--- src/rtl/unary_fft_decoder.sv ---
// unary_fft_decoder
//   Output stage of the unary FFT datapath. Counts ones on each lane's real and
//   imaginary bitstream over a window of 2**BITWIDTH enabled samples and presents
//   one binary word per lane through a valid/ready handshake.
//
//   Optional feature macro: BIPOLAR_EN
//     defined   : output = 2*ones - 2**BITWIDTH (two's complement, +2**BITWIDTH
//                 saturates to 2**BITWIDTH-1)
//     undefined : output = raw ones count (unsigned)
//
//   Ports
//     iClk    clock, rising edge
//     iRstN   synchronous reset, active-low
//     iEn     sample enable (low = stall)
//     iClr    synchronous clear, aborts any window
//     iStart  begin a new window (only honoured in IDLE)
//     iReal   real bitstreams, bit k = lane k
//     iImg    imaginary bitstreams, bit k = lane k
//     iReady  downstream accepts the result
//     oValid  result valid
//     oBusy   window in progress
//     oReal   lane k at [k*OW +: OW], OW = BITWIDTH+1
//     oImg    same packing as oReal
module unary_fft_decoder #(
    parameter int BITWIDTH  = 8,
    parameter int NUMINPUTS = 2
) (
    input  logic                                iClk,
    input  logic                                iRstN,
    input  logic                                iEn,
    input  logic                                iClr,
    input  logic                                iStart,
    input  logic [NUMINPUTS-1:0]                iReal,
    input  logic [NUMINPUTS-1:0]                iImg,
    input  logic                                iReady,
    output logic                                oValid,
    output logic                                oBusy,
    output logic [NUMINPUTS*(BITWIDTH+1)-1:0]   oReal,
    output logic [NUMINPUTS*(BITWIDTH+1)-1:0]   oImg
);

    localparam int OW = BITWIDTH + 1;
    localparam logic [BITWIDTH-1:0] CNT_MAX = {BITWIDTH{1'b1}};

    typedef enum logic [1:0] {StIdle, StAcc, StHold} state_e;

    state_e                      r_state;
    state_e                      w_state_next;
    logic [BITWIDTH-1:0]         r_cnt;
    logic [NUMINPUTS*OW-1:0]     r_acc_re;
    logic [NUMINPUTS*OW-1:0]     r_acc_im;
    logic [NUMINPUTS*OW-1:0]     r_real;
    logic [NUMINPUTS*OW-1:0]     r_img;
    logic                        r_valid;
    logic [NUMINPUTS*OW-1:0]     w_sum_re;
    logic [NUMINPUTS*OW-1:0]     w_sum_im;
    logic [NUMINPUTS*OW-1:0]     w_map_re;
    logic [NUMINPUTS*OW-1:0]     w_map_im;
    logic                        w_last;

    // Maps a ones count (0 .. 2**BITWIDTH) to the output encoding.
    function automatic logic [OW-1:0] f_map(input logic [OW-1:0] ones);
`ifdef BIPOLAR_EN
        logic [OW-1:0] full;
        logic [OW-1:0] sat;
        full = {1'b1, {BITWIDTH{1'b0}}};
        sat  = {1'b0, {BITWIDTH{1'b1}}};
        if (ones == full) begin
            f_map = sat;
        end else begin
            // 2*ones drops the top bit safely: ones < 2**BITWIDTH here.
            f_map = {ones[OW-2:0], 1'b0} - full;
        end
`else
        f_map = ones;
`endif
    endfunction

    // Running sums include the bit presented this cycle so the final edge
    // captures the complete count.
    always_comb begin
        w_sum_re = '0;
        w_sum_im = '0;
        w_map_re = '0;
        w_map_im = '0;
        for (int k = 0; k < NUMINPUTS; k++) begin
            w_sum_re[k*OW +: OW] = r_acc_re[k*OW +: OW] + {{(OW-1){1'b0}}, iReal[k]};
            w_sum_im[k*OW +: OW] = r_acc_im[k*OW +: OW] + {{(OW-1){1'b0}}, iImg[k]};
            w_map_re[k*OW +: OW] = f_map(w_sum_re[k*OW +: OW]);
            w_map_im[k*OW +: OW] = f_map(w_sum_im[k*OW +: OW]);
        end
    end

    assign w_last = iEn && (r_cnt == CNT_MAX);

    always_comb begin
        w_state_next = r_state;
        case (r_state)
            StIdle:  if (iStart) w_state_next = StAcc;
            StAcc:   if (w_last) w_state_next = StHold;
            StHold:  if (iReady) w_state_next = StIdle;
            default: w_state_next = StIdle;
        endcase
        if (iClr) begin
            w_state_next = StIdle;
        end
    end

    always_ff @(posedge iClk) begin
        if (!iRstN) begin
            r_state <= StIdle;
        end else begin
            r_state <= w_state_next;
        end
    end

    always_ff @(posedge iClk) begin
        if (!iRstN || iClr) begin
            r_cnt    <= '0;
            r_acc_re <= '0;
            r_acc_im <= '0;
            r_real   <= '0;
            r_img    <= '0;
            r_valid  <= 1'b0;
        end else begin
            case (r_state)
                StIdle: begin
                    if (iStart) begin
                        r_cnt    <= '0;
                        r_acc_re <= '0;
                        r_acc_im <= '0;
                    end
                end
                StAcc: begin
                    if (iEn) begin
                        // Counter wraps to 0 on the last sample.
                        r_cnt    <= r_cnt + BITWIDTH'(1);
                        r_acc_re <= w_sum_re;
                        r_acc_im <= w_sum_im;
                        if (w_last) begin
                            r_real  <= w_map_re;
                            r_img   <= w_map_im;
                            r_valid <= 1'b1;
                        end
                    end
                end
                StHold: begin
                    if (iReady) begin
                        r_valid <= 1'b0;
                    end
                end
                default: begin
                end
            endcase
        end
    end

    assign oValid = r_valid;
    assign oBusy  = (r_state == StAcc);
    assign oReal  = r_real;
    assign oImg   = r_img;

endmodule

--- config.mk ---
export PLATFORM = sky130hd
export DESIGN_NAME = unary_fft_decoder
export DESIGN_NICKNAME = d
export VERILOG_FILES = /design/src/rtl/unary_fft_decoder.sv
export SDC_FILE = /design/constraint.sdc
export NUM_CORES = 1
export LEC_CHECK = 0
export CAP_MARGIN = 25
export CORE_UTILIZATION = 49
export DETAILED_ROUTE_END_ITERATION = 16
export HOLD_SLACK_MARGIN = 0.05
export PLACE_DENSITY = 0.75
export SETUP_SLACK_MARGIN = 0.1
export SKIP_CTS_REPAIR_TIMING = 1
export SLEW_MARGIN = 15
export SYNTH_ARGS = -nofsm -noshare
export SYNTH_HDL_FRONTEND = slang
export SYNTH_SLANG_ARGS = --single-unit
export TNS_END_PERCENT = 50
--- constraint.sdc ---
create_clock -name iClk -period 1.81 [get_ports iClk]
set_clock_uncertainty 0.1 [all_clocks]
set_input_delay 0.2715 -clock iClk [delete_from_list [all_inputs] [get_ports iClk]]
set_output_delay 0.2715 -clock iClk [all_outputs]
set_load 0.05 [all_outputs]
Yosys cells after proc, flatten, opt, wreduce, memory -nomap -nowiden
Cells that the tools add are included.
{ "classes": {"n_div": 0, "bitwise": 1, "addsub": 5, "mul": 0, "mux": 16, "n_eq_ne": 7, "n_lt_le_gt_ge": 0, "shifts": 0, "n_reduce_logical": 11} }
{ "op_table": {"columns": ["op", "n"], "rows": [
  ["18-bit case mux with 2 select lines", 2],
  ["18-bit two-way mux", 3],
  ["9-bit by 1-bit adder with 9-bit output", 4],
  ["8-bit two-way mux", 2],
  ["8-bit case mux with 2 select lines", 1],
  ["3-bit AND reduction", 3],
  ["8-bit by 1-bit adder with 8-bit output (second input constant)", 1],
  ["8-bit equality test (second input constant)", 1],
  ["2-bit two-way mux", 3],
  ["2-bit inequality test (second input constant)", 3],
  ["2-bit case mux with 3 select lines", 1],
  ["4-bit AND reduction", 1],
  ["2-bit nonzero test", 2],
  ["1-bit two-way mux", 3],
  ["2-bit by 1-bit equality test with 1-bit output (second input constant)", 1],
  ["2-bit equality test (second input constant)", 1],
  ["2-bit zero test", 1],
  ["2-bit by 1-bit inequality test with 1-bit output (second input constant)", 1],
  ["1-bit case mux with 2 select lines", 1],
  ["2-bit OR reduction", 1],
  ["1-bit logical AND", 1],
  ["1-bit zero test", 1],
  ["1-bit logical OR", 1],
  ["1-bit inverter", 1]
]} }
{ "totals": {"latch_bits": 0, "rom_bits": 0, "in_bits": 10, "n_memories": 0, "ff_bits": 83, "ram_bits": 0, "wordCells": 47} }

Depth between registers and ports, before layout
{ "depth": {"word_depth": 5, "ltp_mapped": 7, "mapped_depth_nobuf": 6} }

Worst setup path before layout
No wires, ideal clock.
{ "synth_path": {"path_type": "reg-to-reg", "start": "register r_acc_im[0]", "end": "register r_acc_im[8]", "period_less_slack_ns": 1.703, "path_slack_ns": 0.107, "arrival_ns": 1.529, "required_time_ns": 1.636, "setup_time_ns": 0.074, "stages_incl_launch_ff": 7, "path_buffers": 0, "path_cell_list": "dfxtp_1 -> ha_1 -> ha_1 -> nand3_1 -> or3_1 -> or3_1 -> o21ai_0"} }
{ "synth_via": {"elab_chain_len": 3} }
{ "synth_rtl": {"columns": ["item", "line", "text"], "rows": [
  ["start: declaration", "51", "logic [NUMINPUTS*OW-1:0] r_acc_im;"],
  ["start signal: assignment", "139", "r_acc_im <= w_sum_im;"],
  ["9-bit by 1-bit adder with 9-bit output", "88", "w_sum_im[k*OW +: OW] = r_acc_im[k*OW +: OW] + {{(OW-1){1'b0}}, iImg[k]};"],
  ["18-bit two-way mux", "135", "if (iEn) begin"],
  ["18-bit case mux with 2 select lines", "126", "case (r_state)"]
]} }
Every way passes these cells. The select of a mux whose other input is x is not followed.
A chain may end at the register's enable or synchronous reset.

Worst setup path after layout
{ "layout_path": {"start": "register r_cnt[1]", "end": "register r_real[1], in the netlist oReal[1]"} }
{ "layout_via": {"elab_chain_len": 3} }
{ "layout_rtl": {"columns": ["item", "line", "text"], "rows": [
  ["start: declaration", "49", "logic [BITWIDTH-1:0] r_cnt;"],
  ["start signal: assignment", "137", "r_cnt <= r_cnt + BITWIDTH'(1);"],
  ["8-bit equality test", "94", "assign w_last = iEn && (r_cnt == CNT_MAX);"],
  ["1-bit logical AND", "94", null],
  ["3-bit AND reduction (no source line)", null, null],
  ["end signal: assignment", "141", "r_real <= w_map_re;"],
  ["end: declaration", "52", "logic [NUMINPUTS*OW-1:0] r_real;"]
]} }
Every way passes these cells.

==> impl_metrics.tcl <==
set metrics [dict create \
    clock-sinks 83 \
    yosys-top-cells-area "dfxtp_1 45%, a21oi_1 7.0%, o21ai_0 5.3%, xnor2_1 5.3%, nand2_1 4.4%" \
    pin_count 48 \
    period_share_pct 96.83 \
    syn_to_final_growth_pct 36.07 \
    rsz0062_at_grt "yes" \
    antenna_found_initial 0 \
    rows 31 \
    seq_area_frac_synth_pct 45.40 \
    crit_chain "ha_4 > nand4_1 > nor3_4 > buf_6 > clkbuf_16 > nand2_1 > a21oi_1" \
    multiInputGateArea_um2 2046 \
    worstHoldPathType "input pin to flip-flop" \
    clkTransAtPathRegs_ns 0.08 \
    synth.distinct_cells 39 \
    layout-drive-gt1-share_pct 27.88 \
    htree_levels 3 \
    setup-violations-final 0 \
    critPathMaxFanout 14 \
    fmax_mhz 570.6 \
    cpPeakStageDelay_ns 0.37 \
    cp_top_family "simple AND/OR/NAND/NOR gates" \
    cts_buffers 9 \
    drt_iter0_markers 193 \
    critPathLaunchType "flip-flop" \
    async_flop_share_pct 0 \
    slew_headroom_pct 67.81 \
    dieHeight_um 88.42 \
    ys_ff_latch 83 \
    grt_remaining_overflow 0 \
    tns_ns 0 \
    synthCells 431 \
    utilization_pct 68.66 \
    hold_viol_final 0 \
    fin_crit_ns 1.753 \
    gp_congestion 0.8302 \
    start_util_pct 50.46 \
    drt-pass1-iter-count 4 \
    p_total_mw 3.615 \
    synth_area_per_cell_um2 8.491 \
    peakVddDrop_mv 0.4885 \
    crit_type "flip-flop to flip-flop" \
    tightest_slew_ns 0.4694 \
    finalWirelength_mm 9.657 \
    grt_pass1_wl_mm 13.99 \
    yosysTopAreaCell "dfxtp_1" \
    hold_slack_ns 0.2787 \
    hpwl_mm 5.912 \
    port-buffer-count 47 \
    seq_area_um2 1668 \
    synth_warnings 0 \
    dieArea_um2 7818 \
    drc_errors 0 \
    netlist.area_leader.share_pct 45.40 \
    n_antenna_cell 0 \
    grt_usage_pct 23.04 \
    first_global_vias 3109 \
    crit_path_end_kind "flip-flop" \
    synth_area_um2 3660 \
    num-fill-cells 543 \
    synth-edff-count 0 \
    root_buffer "clkbuf_8" \
    outcome "finished clean" \
    cap_violations 0 \
    report.final.slew_viol_count 0 \
    p_leak_nw 1.852 \
    postSynthNetCount 450 \
    dieWidth_um 88.42 \
    cp.arrival_ns 1.93 \
    nets 534 \
    final_cells 619 \
    vias 3428 \
    crit_required_ns 1.99 \
    ant_nets 0 \
    cp_slowest_cell "dfxtp_2" \
    via_per_inst 5.538 \
    cts_tree "yes" \
    grt_max_degree 57 \
    post_drt_wl_per_cell_um 15.60 \
    clk-insertion-delay-late_ns 0.34 \
    crit_buf_inv 2 \
    power_density_nw_per_um2 726.0 \
    core_um2 7253 \
    cts_max_path_buffers 2 \
    synthFlopType "dfxtp_1" \
    dp.cells 594 \
]
## path summary, 6_finish.rpt
kind	slack, ns	from	to	depth (start not counted)
worst max-delay path	0.06	r_cnt[1]$_SDFFE_PP0P_	oReal[1]$_SDFFE_PP0P_	7
worst min register to register	0.36	oImg[0]$_SDFFE_PP0P_	oImg[0]$_SDFFE_PP0P_	2
worst max register to register	0.06	r_cnt[1]$_SDFFE_PP0P_	oReal[1]$_SDFFE_PP0P_	7
worst min-delay path	0.28	iReal[0]	oReal[0]$_SDFFE_PP0P_	4
## registers in the layout (all words and copies together) (netlist names)
register  cells
oValid        1
r_acc_re     18
r_cnt         8
r_acc_im     18
r_state       2
oReal        18
oImg         18
## cell usage in the layout (no fill, tap or decap), types with 4 or more instances in the layout
master,n
a211oi_1,4
a211oi_2,6
a21oi_1,46
a21oi_2,6
and2_1,5
and3_1,5
buf_12,4
buf_4,76
buf_6,5
clkbuf_8,10
clkdlybuf4s50_1,6
dfxtp_1,78
dfxtp_2,5
ha_4,5
inv_1,7
nand2_1,39
nand2_4,4
nand3_1,26
nand3b_1,5
nor2_1,34
nor3_1,7
nor4_1,4
o21ai_0,29
o21ai_1,9
or3_1,11
xnor2_1,22
xor2_1,12
## cells in the mapped netlist (all sizes together), types with 6 or more instances
| library cell | instances |
|---|---|
| o21ai | 39 |
| xnor2 | 22 |
| ha | 9 |
| and2 | 6 |
| a211oi | 10 |
| inv | 7 |
| a21oi | 52 |
| nor2 | 37 |
| nor3 | 9 |
| dfxtp | 83 |
| xor2 | 12 |
| nand3 | 27 |
| or3 | 13 |
| clkbuf | 10 |
| buf | 14 |
| nand2 | 43 |
## worst reg2reg max path, cell delays in order (launching register included)
cell,delay [ns]
dfxtp_2,0.37
ha_4,0.14
nand4_1,0.19
nor3_4,0.33
buf_6,0.17
clkbuf_16,0.19
nand2_1,0.07
a21oi_1,0.12
## through the flow
stage | cell area (µm²) | setup WS [ns]
2_1_floorplan | 3660 | 0.1068
3_3_place_gp | 4388 | -0.3167
3_5_place_dp | 4388 | -0.3099
4_1_cts | 4631 | 0.004827
5_1_grt | 4980 | -0.03037
6_report | 4980 | 0.05737
## report_power, final
part           switching, mW  internal [mW]  leakage, nW
registers            0.00341           1.83        0.671
clock network          0.663          0.957        0.117
logic                 0.0995         0.0666         1.06
total                  0.766           2.85         1.85
## routing by layer
layer	vias to the layer above	wire length, µm	global-route usage [%]	share of wire (%)
met5	-	0	0	0
met4	0	132	9.531	1.4
met3	12	269	3.172	2.8
met2	73	4971	40.98	51
met1	1669	4284	27.92	44
li1	1674	-	-	-
## logic make-up after synthesis
group | share of synthesized area, %
xor+xnor | 8.137
fa+ha+maj | 3.077
mux | 0.8547
flops | 45.40
buf+inv | 4.068
simple gates | 21.47
compound gates | 16.99
## cell type report
class,count,share of cell area [%]
tap,99,2.487
multi-input combinational,316,41.08
timing repair buffer,97,17.46
inverter,8,0.6030
sequential,83,33.49
clock buffer,12,2.915
clock inverter,4,1.960
No activity file was read; power rests on OpenSTA's default activity.
